## config.mk

```make
export PLATFORM = sky130hd
export DESIGN_NAME = div_param
export DESIGN_NICKNAME = d
export VERILOG_FILES = /design/src/rtl/div_param.sv
export SDC_FILE = /design/constraint.sdc
export NUM_CORES = 1
export LEC_CHECK = 0
export BUFFER_PORTS_ARGS = -buffer_cell sky130_fd_sc_hd__buf_4
export CAP_MARGIN = 40
export CORE_MARGIN = 2
export CORE_UTILIZATION = 50
export CTS_CLUSTER_SIZE = 20
export DETAILED_ROUTE_END_ITERATION = 8
export PLACE_DENSITY_LB_ADDON = 0.2
export SLEW_MARGIN = 30
export SYNTH_ARGS = -nofsm -noshare
export SYNTH_HDL_FRONTEND = slang
export SYNTH_SLANG_ARGS = --single-unit
```

## constraint.sdc

```tcl
create_clock -name clock -period 11.2 [get_ports clock]
set_input_delay 0 -clock clock [delete_from_list [all_inputs] [get_ports clock]]
set_output_delay 0 -clock clock [all_outputs]
set_load 0.01 [all_outputs]
```

## src/rtl/div_param.sv

```systemverilog
// ---------------------------------------------------------------------------
// div_param -- iterative signed/unsigned integer divider
//
// Performs one non-restoring division step per clock on a WIDTH+1 bit
// partial remainder. An operation takes WIDTH CALC cycles plus one FIX cycle.
// Signed operands are converted to magnitudes when the request is accepted.
// The signs of the results are applied in FIX.
//
// Handshake: start is sampled only while busy=0. The edge that samples it
// is the accept edge, and busy rises at that edge. Exactly WIDTH+1 edges
// later busy falls and done pulses for one cycle. q/r/div_by_zero are
// valid while done=1 and hold their values until the next done pulse.
// start may be asserted in the done cycle to begin the next operation.
//
// Ports
//   clock        in   rising-edge clock
//   reset        in   synchronous active-high reset
//   start        in   operation request (ignored while busy)
//   is_signed    in   1 = two's-complement divide, 0 = unsigned
//   dividend     in   [WIDTH] numerator
//   divisor      in   [WIDTH] denominator
//   q            out  [WIDTH] quotient (registered)
//   r            out  [WIDTH] remainder (registered)
//   busy         out  operation in flight
//   done         out  one-cycle result strobe
//   div_by_zero  out  divisor of the completed operation was zero
//   state_dbg    out  [2] current FSM state (0=IDLE, 1=CALC, 2=FIX)
// ---------------------------------------------------------------------------
module div_param #(
    parameter int WIDTH = 32
) (
    input  logic             clock,
    input  logic             reset,
    input  logic             start,
    input  logic             is_signed,
    input  logic [WIDTH-1:0] dividend,
    input  logic [WIDTH-1:0] divisor,
    output logic [WIDTH-1:0] q,
    output logic [WIDTH-1:0] r,
    output logic             busy,
    output logic             done,
    output logic             div_by_zero,
    output logic [1:0]       state_dbg
);

    localparam int CW = (WIDTH > 1) ? $clog2(WIDTH) : 1;
    localparam logic [CW-1:0] LAST_STEP = CW'(WIDTH - 1);

    typedef enum logic [1:0] {
        S_IDLE = 2'd0,
        S_CALC = 2'd1,
        S_FIX  = 2'd2
    } state_e;

    state_e           state_q;
    logic [CW-1:0]    cnt_q;
    logic [WIDTH:0]   rem_q;     // signed partial remainder
    logic [WIDTH-1:0] quo_q;     // dividend shifts out, quotient bits shift in
    logic [WIDTH-1:0] dvs_q;     // divisor magnitude
    logic [WIDTH-1:0] dvd_q;     // dividend as supplied, for the zero-divisor result
    logic             neg_q_q;   // quotient must be negated
    logic             neg_r_q;   // remainder must be negated
    logic             dz_q;      // divisor of the operation in flight is zero
    logic [WIDTH-1:0] q_q;
    logic [WIDTH-1:0] r_q;
    logic             busy_q;
    logic             done_q;
    logic             dbz_q;

    // Operand conditioning at accept
    logic             a_neg;
    logic             b_neg;
    logic [WIDTH-1:0] a_mag_d;
    logic [WIDTH-1:0] b_mag_d;

    always_comb begin
        a_neg   = is_signed & dividend[WIDTH-1];
        b_neg   = is_signed & divisor[WIDTH-1];
        a_mag_d = a_neg ? -dividend : dividend;
        b_mag_d = b_neg ? -divisor  : divisor;
    end

    // One non-restoring step: shift the next dividend bit into the partial
    // remainder. Subtract the divisor if the remainder was non-negative,
    // and add it back if it was negative. The new quotient bit is the
    // inverted sign of the result. Intermediate overflow past WIDTH+1 bits
    // wraps harmlessly because the true result always lies in [-D, D).
    logic [WIDTH:0]   dvs_ext;
    logic [WIDTH:0]   shifted;
    logic [WIDTH:0]   rem_d;
    logic [WIDTH-1:0] quo_d;

    always_comb begin
        dvs_ext = {1'b0, dvs_q};
        shifted = {rem_q[WIDTH-1:0], quo_q[WIDTH-1]};
        rem_d   = rem_q[WIDTH] ? (shifted + dvs_ext) : (shifted - dvs_ext);
        quo_d   = {quo_q[WIDTH-2:0], ~rem_d[WIDTH]};
    end

    // Final correction and sign application. The quotient produced by the
    // non-restoring steps is already exact; only the remainder needs the
    // divisor added back when it ended negative.
    logic [WIDTH:0]   rem_fix;
    logic [WIDTH-1:0] r_mag;
    logic [WIDTH-1:0] q_res_d;
    logic [WIDTH-1:0] r_res_d;

    always_comb begin
        rem_fix = rem_q[WIDTH] ? (rem_q + dvs_ext) : rem_q;
        r_mag   = rem_fix[WIDTH-1:0];
        if (dz_q) begin
            q_res_d = '1;
            r_res_d = dvd_q;
        end else begin
            q_res_d = neg_q_q ? -quo_q : quo_q;
            r_res_d = neg_r_q ? -r_mag : r_mag;
        end
    end

    always_ff @(posedge clock) begin
        if (reset) begin
            state_q <= S_IDLE;
            cnt_q   <= '0;
            rem_q   <= '0;
            quo_q   <= '0;
            dvs_q   <= '0;
            dvd_q   <= '0;
            neg_q_q <= 1'b0;
            neg_r_q <= 1'b0;
            dz_q    <= 1'b0;
            q_q     <= '0;
            r_q     <= '0;
            busy_q  <= 1'b0;
            done_q  <= 1'b0;
            dbz_q   <= 1'b0;
        end else begin
            done_q <= 1'b0;
            case (state_q)
                S_IDLE: begin
                    if (start) begin
                        rem_q   <= '0;
                        quo_q   <= a_mag_d;
                        dvs_q   <= b_mag_d;
                        dvd_q   <= dividend;
                        neg_q_q <= a_neg ^ b_neg;
                        neg_r_q <= a_neg;
                        dz_q    <= (divisor == '0);
                        cnt_q   <= '0;
                        busy_q  <= 1'b1;
                        state_q <= S_CALC;
                    end
                end
                S_CALC: begin
                    rem_q <= rem_d;
                    quo_q <= quo_d;
                    cnt_q <= cnt_q + 1'b1;
                    if (cnt_q == LAST_STEP) begin
                        state_q <= S_FIX;
                    end
                end
                S_FIX: begin
                    q_q     <= q_res_d;
                    r_q     <= r_res_d;
                    dbz_q   <= dz_q;
                    busy_q  <= 1'b0;
                    done_q  <= 1'b1;
                    cnt_q   <= '0;
                    state_q <= S_IDLE;
                end
                default: begin
                    state_q <= S_IDLE;
                    busy_q  <= 1'b0;
                end
            endcase
        end
    end

    assign q           = q_q;
    assign r           = r_q;
    assign busy        = busy_q;
    assign done        = done_q;
    assign div_by_zero = dbz_q;
    assign state_dbg   = state_q;

endmodule

```

==> results of run 1 <==
-- worst paths after layout --
check               from   endpoint  cells after the start
max            rem_q[32]  rem_q[29]                     16
min          dividend[1]   dvd_q[1]                      4
max reg2reg    rem_q[32]  rem_q[29]                     16
min reg2reg    dvd_q[29]  dvd_q[29]                      2
-- power by group --
part | internal [mW] | leakage (nW) | switching, mW | total (mW)
clock | 0.448 | 0.372 | 0.320 | 0.768
sequential | 0.806 | 1.68 | 0.129 | 0.935
combinational | 0.771 | 4.75 | 1.06 | 1.83
-- synth_stat cells (6+ instances only) --
cell type | n | share of area [%]
mux2i_1 | 12 | 0.83
a22o_1 | 16 | 0.96
nor2b_1 | 15 | 0.65
o21bai_1 | 8 | 0.41
nor4_1 | 18 | 0.77
o31ai_1 | 30 | 1.5
or3_1 | 21 | 0.90
or2_2 | 10 | 0.43
and2_1 | 9 | 0.39
o21a_1 | 7 | 0.36
nand3_1 | 27 | 0.93
nand4_1 | 12 | 0.52
dfxtp_1 | 206 | 28
nand3b_1 | 7 | 0.36
and3_1 | 24 | 1.0
o211ai_1 | 19 | 0.98
a22oi_1 | 32 | 1.7
ha_1 | 70 | 6.0
a21o_1 | 28 | 1.4
a311oi_1 | 11 | 0.66
o21ai_0 | 124 | 4.3
inv_1 | 37 | 0.96
xnor2_1 | 88 | 5.3
xor2_1 | 93 | 5.6
o41ai_1 | 13 | 0.78
nor2_1 | 219 | 5.7
o22ai_1 | 14 | 0.60
nand2_1 | 187 | 4.8
mux2_2 | 6 | 0.46
nor3b_1 | 6 | 0.31
buf_1 | 12 | 0.31
a211oi_1 | 60 | 3.1
nor3_1 | 58 | 2.0
a31oi_1 | 17 | 0.73
or4_1 | 15 | 0.77
clkbuf_1 | 96 | 2.5
nand2b_1 | 22 | 0.95
a31o_2 | 6 | 0.36
a21oi_1 | 195 | 6.7
-- per-stage QoR --
step / cell area, µm² / utilization, % / worst slack, ps
finish: 17400 / 60.6 / 6210
global route: 17400 / 60.6 / 5790
global placement: 15700 / 54.9 / 6450
CTS: 17400 / 60.6 / 6320
detailed placement: 15900 / 55.3 / 6330
floorplan: 14500 / - / 5910
-- final cells by class --
cell class | count | area [µm²] | area share [%]
sequential | 206 | 4130 | 23.7
clock buffer | 36 | 686 | 3.94
tap | 384 | 480 | 2.76
inverter | 38 | 143 | 0.819
timing repair buffer | 232 | 1990 | 11.4
clock inverter | 8 | 88.8 | 0.510
multi-input combinational | 1563 | 9890 | 56.8
-- routing by layer --
| metal | wire length [µm] | vias up | part of all wire, % | track usage [%] |
|---|---|---|---|---|
| li1 | - | 7290 | - | - |
| met1 | 19700 | 6936 | 44 | 37.6 |
| met2 | 21700 | 412 | 49 | 50.2 |
| met3 | 2250 | 73 | 5.0 | 2.84 |
| met4 | 986 | 0 | 2.2 | 7.15 |
| met5 | 0 | - | 0 | 0 |
-- logic make-up after synthesis --
kind of cell    synth area share [%]
compound gates                  27.8
xor+xnor                        10.9
fa+ha+maj                       6.30
buf+inv                         3.87
flops                           28.4
mux                             1.29
simple gates                    21.5
-- worst max-delay path, delay by kind of cell, from the launching register on --
family	cells	cell delay, ps
buf+inv	2	1010
xor+xnor	2	240
flops	1	710
compound gates	11	2580
fa+ha+maj	1	320
-- flip-flops by register name, summed over array words and instances (netlist names), 2 cells and up --
| signal | cells |
|---|---|
| r | 32 |
| quo_q | 32 |
| state_dbg | 2 |
| cnt_q | 5 |
| dvd_q | 32 |
| rem_q | 33 |
| q | 32 |
| dvs_q | 32 |
==> impl_metrics.csv, run 1 <==
group,metric,value,unit
place,gp_congestion,0.939,
cts,cts.sinks,206,
floorplan,dieHeight,175,µm
worst_setup_path,crit_slowest_cell,"dfxtp_2",
cts,clockBufferDepth,3,
cts,clock_latency,530,ps
worst_setup_path,crit_arrival,5400,ps
floorplan,io_pins,137,
yosys,synth.distinct_cells,80,
final_layout,mostFrequentLayoutCells,"nor2_1, dfxtp_1, a21oi_1, nand2_1, buf_4",
cts,h-tree-depth,1,
yosys,synth_edf_count,0,
route,drtIter0Drc,1285,
final_layout,layout_commonest_cell,"nor2_1",
global_route,grt_usage,28.6,%
cts,postCtsSetupBuffers,0,
place,placed_cells,2346,
global_route,grt.overflow.total,0,
global_route,grt_pass1_vias,13800,
floorplan,die_area,0.0305,mm²
yosys,yosysWarnings,0,
route,postRouteAntennaNets,0,
timing,max_slew.worst_pin.slew,853,ps
final_layout,diodes,0,
worst_setup_path,worstPathMaxFanout,50,
timing,fin_skew,21.7,ps
timing,rsz0062_at_grt,"no",
timing,fmax,0.200,GHz
worst_setup_path,startpoint_type,"flop",
run_status,status,"finished, final reports clean",
worst_setup_path,path_cells,"buf_4 -> inv_2 -> o21ai_0 -> xnor2_1 -> ha_1 -> a21o_1 -> a21o_1 -> a21oi_1 -> o21ai_0 -> a31oi_1 -> o21ai_0 -> o21ai_0 -> o211ai_1 -> a21oi_1 -> xnor2_1 -> a22o_1",
route,num_vias,14700,
floorplan,die_x,175,µm
yosys,synthArstFlopShare,0,%
yosys,ys_ff_latch,206,
worst_setup_path,cpMostUsedCell,"o21ai_0",
yosys,yosys_most_used_dff,"dfxtp_1",
floorplan,initial_core_util,50.6,%
final_layout,finalNetCount,2205,
global_route,antenna_found_initial,0,
flow_run,maxCapViolations,0,
timing,setup_viol,0,
timing,hold_viol,0,
yosys,syn_area_per_cell,7.58,µm²
worst_setup_path,endpoint_kind,"flop",
final_layout,drive_gt1_share,11.4,%
cts,cts-buffers-inserted,24,
route,firstDrtPassIters,6,
floorplan,design.core.area,0.0287,mm²
yosys,netlist_area,0.0145,mm²
route,drcViolationCount,0,
global_route,grt_pass1_wl,72500,µm
final_layout,syn2layout_area_growth,19.7,%
cts,cts-resized-gates,0,
yosys,synth_fp_nets,2058,
cts,hold_buffers,77,
worst_setup_path,path_class,"reg2reg",
timing,timing.hold.ws,313,ps
timing,fin_tns_setup,0,ps
worst_setup_path,worst_path_largest_cell_delay,710,ps
worst_setup_path,required,11610,ps
route,avgRoutedWirePerCell,18.1,µm
route,wl,44600,µm
timing,finalCritPeriodShare,44.6,%
power,p_leak,6.80,nW
power,p_per_area,203,mW/mm²
floorplan,rows,62,
timing,slew_headroom,42.6,%
cts,clkTransAtPathRegs,60,ps
hold_path,min_path_type,"in2reg",
cts,cts_root_buffer,"clkbuf_16",
yosys,ys_seq_area_share,28.4,%
cts,cts_tree,"done",
timing,slew_violations,0,
power,p_total,3.54,mW
yosys,syn_inst,1918,
route,viasPerCell,5.96,
final_layout,finalNonFillerCells,2467,
worst_setup_path,rrSetupSlack,6210,ps
global_route,grt_max_degree,95,
place,placement.io_buffers,136,
power,ir_drop,0.130,mV
timing,fin_crit,4990,ps
place,dp_hpwl,32100,µm
final_layout,fillers,2639,
No activity file was read; power rests on OpenSTA's default activity.
==> run 2, diff against run 1 <==
- clock period: 11.2 -> 5.15 ns (I/O delays scaled with it)
==> run 2 against run 1 <==
Clock-buffer cell count is 2 lower. Fmax is 7.9% higher. Highest routed layer is now met5. Clock power increased by 130%. Final cell count up 0.32%. Hold slack about the same. Routed wire length rose by 2.9%. Critical path type unchanged. Setup slack lost 5700 ps.
==> impl_metrics.csv, run 2 (synthesis gave the netlist of run 1 again) <==
group,metric,value,unit
run_status,status,"finished, final reports clean",
route,firstDrtPassIters,6,
global_route,grt_pass1_wl,73700,µm
route,viasPerCell,6.08,
timing,slew_violations,0,
final_layout,top_register,"rem_q",
global_route,grt_pass1_vias,14200,
cts,clkTransAtPathRegs,60,ps
place,place_area,0.0159,mm²
place,dp_hpwl,32900,µm
route,drcViolationCount,0,
floorplan,dieHeight,175,µm
cts,hold_buffers,74,
power,p_per_area,451,mW/mm²
worst_setup_path,cpMostUsedCell,"a21o_1",
timing,fin_tns_setup,0,ps
worst_setup_path,endpoint_kind,"flop",
cts,cts-buffers-inserted,24,
final_layout,finalNetCount,2216,
worst_setup_path,required,5600,ps
place,placement.io_buffers,136,
timing,max_slew.worst_pin.slew,838,ps
worst_setup_path,path_class,"reg2reg",
cts,cts-resized-gates,0,
place,gp_congestion,0.926,
global_route,antenna_found_initial,1,
route,num_vias,15100,
route,wl,45900,µm
final_layout,layout_commonest_cell,"nor2_1",
timing,fin_skew,24.6,ps
timing,fin_crit,4630,ps
hold_path,min_path_type,"in2reg",
cts,h-tree-depth,1,
floorplan,die_area,0.0305,mm²
cts,clock_latency,540,ps
floorplan,die_x,175,µm
cts,cts_root_buffer,"clkbuf_16",
final_layout,drive_gt1_share,12.0,%
worst_setup_path,startpoint_type,"flop",
global_route,grt_usage,29.2,%
worst_setup_path,path_cells,"or3_1 -> nor3_1 -> nand2_1 -> nor4_1 -> buf_4 -> nor2_1 -> xnor2_1 -> ha_1 -> a21o_1 -> a21o_1 -> a21oi_1 -> o21ai_0 -> o31a_1 -> a311o_1 -> a21o_1 -> a21oi_1 -> xnor2_1 -> a211oi_1",
final_layout,largest_reg_flops,33,
cts,clockBufferDepth,3,
final_layout,syn2layout_area_growth,20.6,%
timing,slew_headroom,43.9,%
timing,fmax,0.216,GHz
final_layout,diodes,0,
floorplan,design.core.area,0.0287,mm²
power,p_leak,6.89,nW
worst_setup_path,worstPathMaxFanout,6,
floorplan,initial_core_util,50.6,%
final_layout,mostFrequentLayoutCells,"nor2_1, dfxtp_1, a21oi_1, nand2_1, buf_4",
flow_run,maxCapViolations,0,
power,ir_drop,0.308,mV
cts,postCtsSetupBuffers,0,
worst_setup_path,cp_top_family,"compound AO/OA/AOI/OAI gates",
cts,cts_tree,"done",
route,drtIter0Drc,1254,
floorplan,rows,62,
cts,cts.sinks,206,
final_layout,finalNonFillerCells,2475,
timing,finalCritPeriodShare,89.8,%
worst_setup_path,critPathBufInv,1,
route,postRouteAntennaNets,0,
timing,rsz0062_at_grt,"no",
global_route,grt_max_degree,107,
timing,hold_viol,0,
timing,setup_viol,0,
worst_setup_path,worst_path_largest_cell_delay,440,ps
place,placed_cells,2357,
worst_setup_path,crit_arrival,5070,ps
worst_setup_path,crit_slowest_cell,"a311o_1",
final_layout,fin_area,0.0175,mm²
route,avgRoutedWirePerCell,18.6,µm
floorplan,io_pins,137,
global_route,grt.overflow.total,0,
run 2: changes by cell type in the layout (fill, tap and decap cells not counted), moves of 2 or more:
cell,delta
buf_4,+12
clkbuf_1,-4
bufinv_16,+2
clkbuf_8,+2
clkinvlp_4,-2
dlygate4sd3_1,-2
run 2: final cells by class:
type                       count  area [µm²]
timing repair buffer         243        2070
fill                        2615       11200
tap                          384         480
sequential                   206        4130
clock inverter                 7         121
inverter                      38         143
clock buffer                  34         698
multi-input combinational   1563        9880
run 2: report_power, final:
group	switching [mW]	total [mW]	internal, mW
Combinational	2.36	4.10	1.74
Sequential	0.275	2.03	1.75
Clock	0.689	1.78	1.09
Total	3.32	7.90	4.58
run 2: per-layer routing:
metal  GRT usage (%)  part of all wire [%]
met5               0                 0.028
met2            49.5                    47
met1            38.5                    44
met4            10.4                   3.7
met3            2.91                   5.4
run 2: final timing paths:
kind,start,endpoint,cells after the start,slack (ps)
worst max-delay path,dvs_q[2],quo_q[0],18,520
worst max register to register,dvs_q[2],quo_q[0],18,520
worst min register to register,r[7],r[7],2,450
worst min-delay path,dividend[31],dvd_q[31],4,310
run 2: through the flow:
step | hold WS, ps | total power, mW | util (%) | setup WS, ps
finish | 312 | 7.90 | 61.1 | 524
global route | 322 | 8.45 | 61.1 | 262
CTS | 3.10 | 7.87 | 60.9 | 541
detailed placement | 293 | 6.03 | 55.4 | 522
global placement | 289 | 5.97 | 55.2 | 625
floorplan | 136 | 5.07 | - | 57.7
run 2: worst register-to-register path, stage by stage (launching register included):
cell	delay (ps)
dfxtp_1	360
or3_1	400
nor3_1	380
nand2_1	190
nor4_1	390
buf_4	200
nor2_1	50
xnor2_1	130
ha_1	350
a21o_1	200
a21o_1	170
a21oi_1	120
o21ai_0	140
o31a_1	320
a311o_1	440
a21o_1	190
a21oi_1	190
xnor2_1	110
a211oi_1	230
==> run 3, diff against run 2 <==
- CORE_UTILIZATION: 50 -> 40
- CTS_CLUSTER_DIAMETER: default -> 150
==> run 3 against run 2 <==
Clock skew grew 2.7 ps. Critical path depth shrank 1. Clock power shrank 37%. Die area grew 24%. Sequential share of layout area grew 0.58 points. Clock-buffer cell count shrank 19. Final area shrank 2.4%. Routed wire length shrank 2.8%. Utilization shrank 13 points. Fmax shrank 1.6%. Critical endpoint is now rem_q[32].
==> impl_metrics.csv, run 3 (synthesis gave the netlist of run 1 again) <==
group,metric,value,unit
run_status,status,"finished, final reports clean",
global_route,grt_max_degree,74,
place,placement.io_buffers,136,
floorplan,die_x,195,µm
worst_setup_path,required,5520,ps
final_layout,fillers,3530,
place,dp_slack,530,ps
hold_path,min_path_type,"in2reg",
timing,setup_viol,0,
flow_run,maxCapViolations,0,
worst_setup_path,path_cells,"or3_1 -> nor3b_1 -> nand2_1 -> nor2_1 -> and2_1 -> a21oi_1 -> xor2_1 -> ha_1 -> a21o_1 -> a21oi_1 -> nand3_1 -> o31a_1 -> a311o_1 -> a21o_1 -> a21oi_1 -> xnor2_1 -> a22o_1",
timing,fin_tns_setup,0,ps
route,wl,44600,µm
cts,clock_latency,500,ps
final_layout,finalNetCount,2198,
route,firstDrtPassIters,7,
floorplan,io_pins,137,
floorplan,rows,69,
global_route,grt_pass1_wl,72200,µm
worst_setup_path,cp_top_family,"compound AO/OA/AOI/OAI gates",
route,postRouteAntennaNets,0,
global_route,antenna_found_initial,0,
cts,h-tree-depth,1,
timing,max_slew.worst_pin.slew,817,ps
final_layout,top_register,"rem_q",
floorplan,dieHeight,195,µm
power,p_leak,6.64,nW
worst_setup_path,cpMostUsedCell,"a21oi_1",
worst_setup_path,path_depth,17,
cts,cts-buffers-inserted,14,
timing,fmax,0.213,GHz
final_layout,final_util,48.0,%
cts,cts_tree,"done",
floorplan,initial_core_util,40.8,%
worst_setup_path,crit_arrival,5070,ps
route,num_vias,14400,
worst_setup_path,worst_path_largest_cell_delay,470,ps
route,drtIter0Drc,1034,
final_layout,largest_reg_flops,33,
global_route,grt_pass1_vias,13600,
timing,fin_skew,27.3,ps
worst_setup_path,rrSetupSlack,450,ps
timing,fin_crit,4700,ps
worst_setup_path,r2r-end,"rem_q[32]",
worst_setup_path,worstPathMaxFanout,6,
final_layout,mostFrequentLayoutCells,"nor2_1, dfxtp_1, a21oi_1, nand2_1, buf_4",
final_layout,syn2layout_area_growth,17.7,%
final_layout,layout_commonest_cell,"nor2_1",
timing,slew_violations,0,
route,avgRoutedWirePerCell,17.7,µm
worst_setup_path,endpoint_kind,"flop",
cts,clkTransAtPathRegs,90,ps
route,drcViolationCount,0,
cts,cts.sinks,206,
timing,slew_headroom,45.5,%
timing,hold_viol,0,
worst_setup_path,critPathCapture,"rem_q[32]",
final_layout,drive_gt1_share,10.7,%
worst_setup_path,cp-startpoint,"dvs_q[2]",
cts,clockBufferDepth,3,
place,place_area,0.0160,mm²
power,ir_drop,0.193,mV
timing,rsz0062_at_grt,"no",
place,placed_cells,2427,
place,dp_hpwl,32600,µm
final_layout,finalNonFillerCells,2519,
timing,finalCritPeriodShare,91.3,%
place,gp_congestion,0.924,
worst_setup_path,r2r_start,"dvs_q[2]",
floorplan,design.core.area,0.0357,mm²
floorplan,die_area,0.0379,mm²
worst_setup_path,critPathBufInv,0,
worst_setup_path,startpoint_type,"flop",
worst_setup_path,r2r_cells,17,
cts,cts_root_buffer,"clkbuf_16",
final_layout,diodes,0,
route,viasPerCell,5.71,
global_route,grt_usage,23.0,%
final_layout,fin_area,0.0171,mm²
power,p_per_area,417,mW/mm²
global_route,grt.overflow.total,0,
cts,cts-resized-gates,0,
timing,finalWorstSetupSlack,449,ps
worst_setup_path,path_class,"reg2reg",
worst_setup_path,crit_slowest_cell,"nor3b_1",
==> run 3: worst min path at each step <==
stage | slack [ps] | depth (start not counted) | endpoint | startpoint
floorplan | 140 | 2 | dvd_q[21] | dividend[21]
global placement | 280 | 3 | dvs_q[0] | divisor[0]
detailed placement | 290 | 3 | dvd_q[5] | dividend[5]
CTS | 310 | 4 | dvd_q[29] | dividend[29]
global route | 330 | 4 | dvd_q[3] | dividend[3]
finish | 330 | 4 | dvd_q[5] | dividend[5]
==> run 3: report_power, final <==
| part | internal, mW | total, mW | switching (mW) |
|---|---|---|---|
| logic | 1.68 | 3.98 | 2.30 |
| clock network | 0.528 | 1.12 | 0.591 |
| registers | 1.75 | 2.03 | 0.279 |
| total | 3.96 | 7.13 | 3.17 |
==> run 3: cell type report <==
class	count	area (µm²)	area share, %
Multi-Input combinational cell	1563	9880	57.8
Sequential cell	206	4130	24.1
Timing Repair Buffer	235	1980	11.6
Tap cell	461	577	3.37
Clock buffer	15	375	2.19
Inverter	38	143	0.834
Clock inverter	1	16.3	0.0951
==> run 3: stage by stage <==
stage / power, mW / hold slack [ps]
after floorplan: 5.07 / 136
after global placement: 5.89 / 281
after detailed placement: 5.94 / 286
after CTS: 7.12 / 312
after global routing: 7.70 / 334
final: 7.13 / 334
==> run 3: per-layer routing <==
| layer | wire (µm) | track usage [%] | up-vias | share of wire [%] |
|---|---|---|---|---|
| li1 | - | - | 7244 | - |
| met1 | 21500 | 32.5 | 6788 | 48 |
| met2 | 20700 | 38.5 | 333 | 46 |
| met3 | 2040 | 2.27 | 31 | 4.6 |
| met4 | 437 | 3.68 | 0 | 0.98 |
| met5 | 0 | 0 | - | 0 |
==> run 3: tightest hold or removal path, cell delays in order <==
cell,delay [ps]
dlygate4sd3_1,530
buf_4,150
nand2_1,50
a21oi_1,50
==> run 3: timing repair <==
action,CTS,global route
hold buffers,76,0
buffers inserted,0,0
endpoints found under the hold margin,123,0
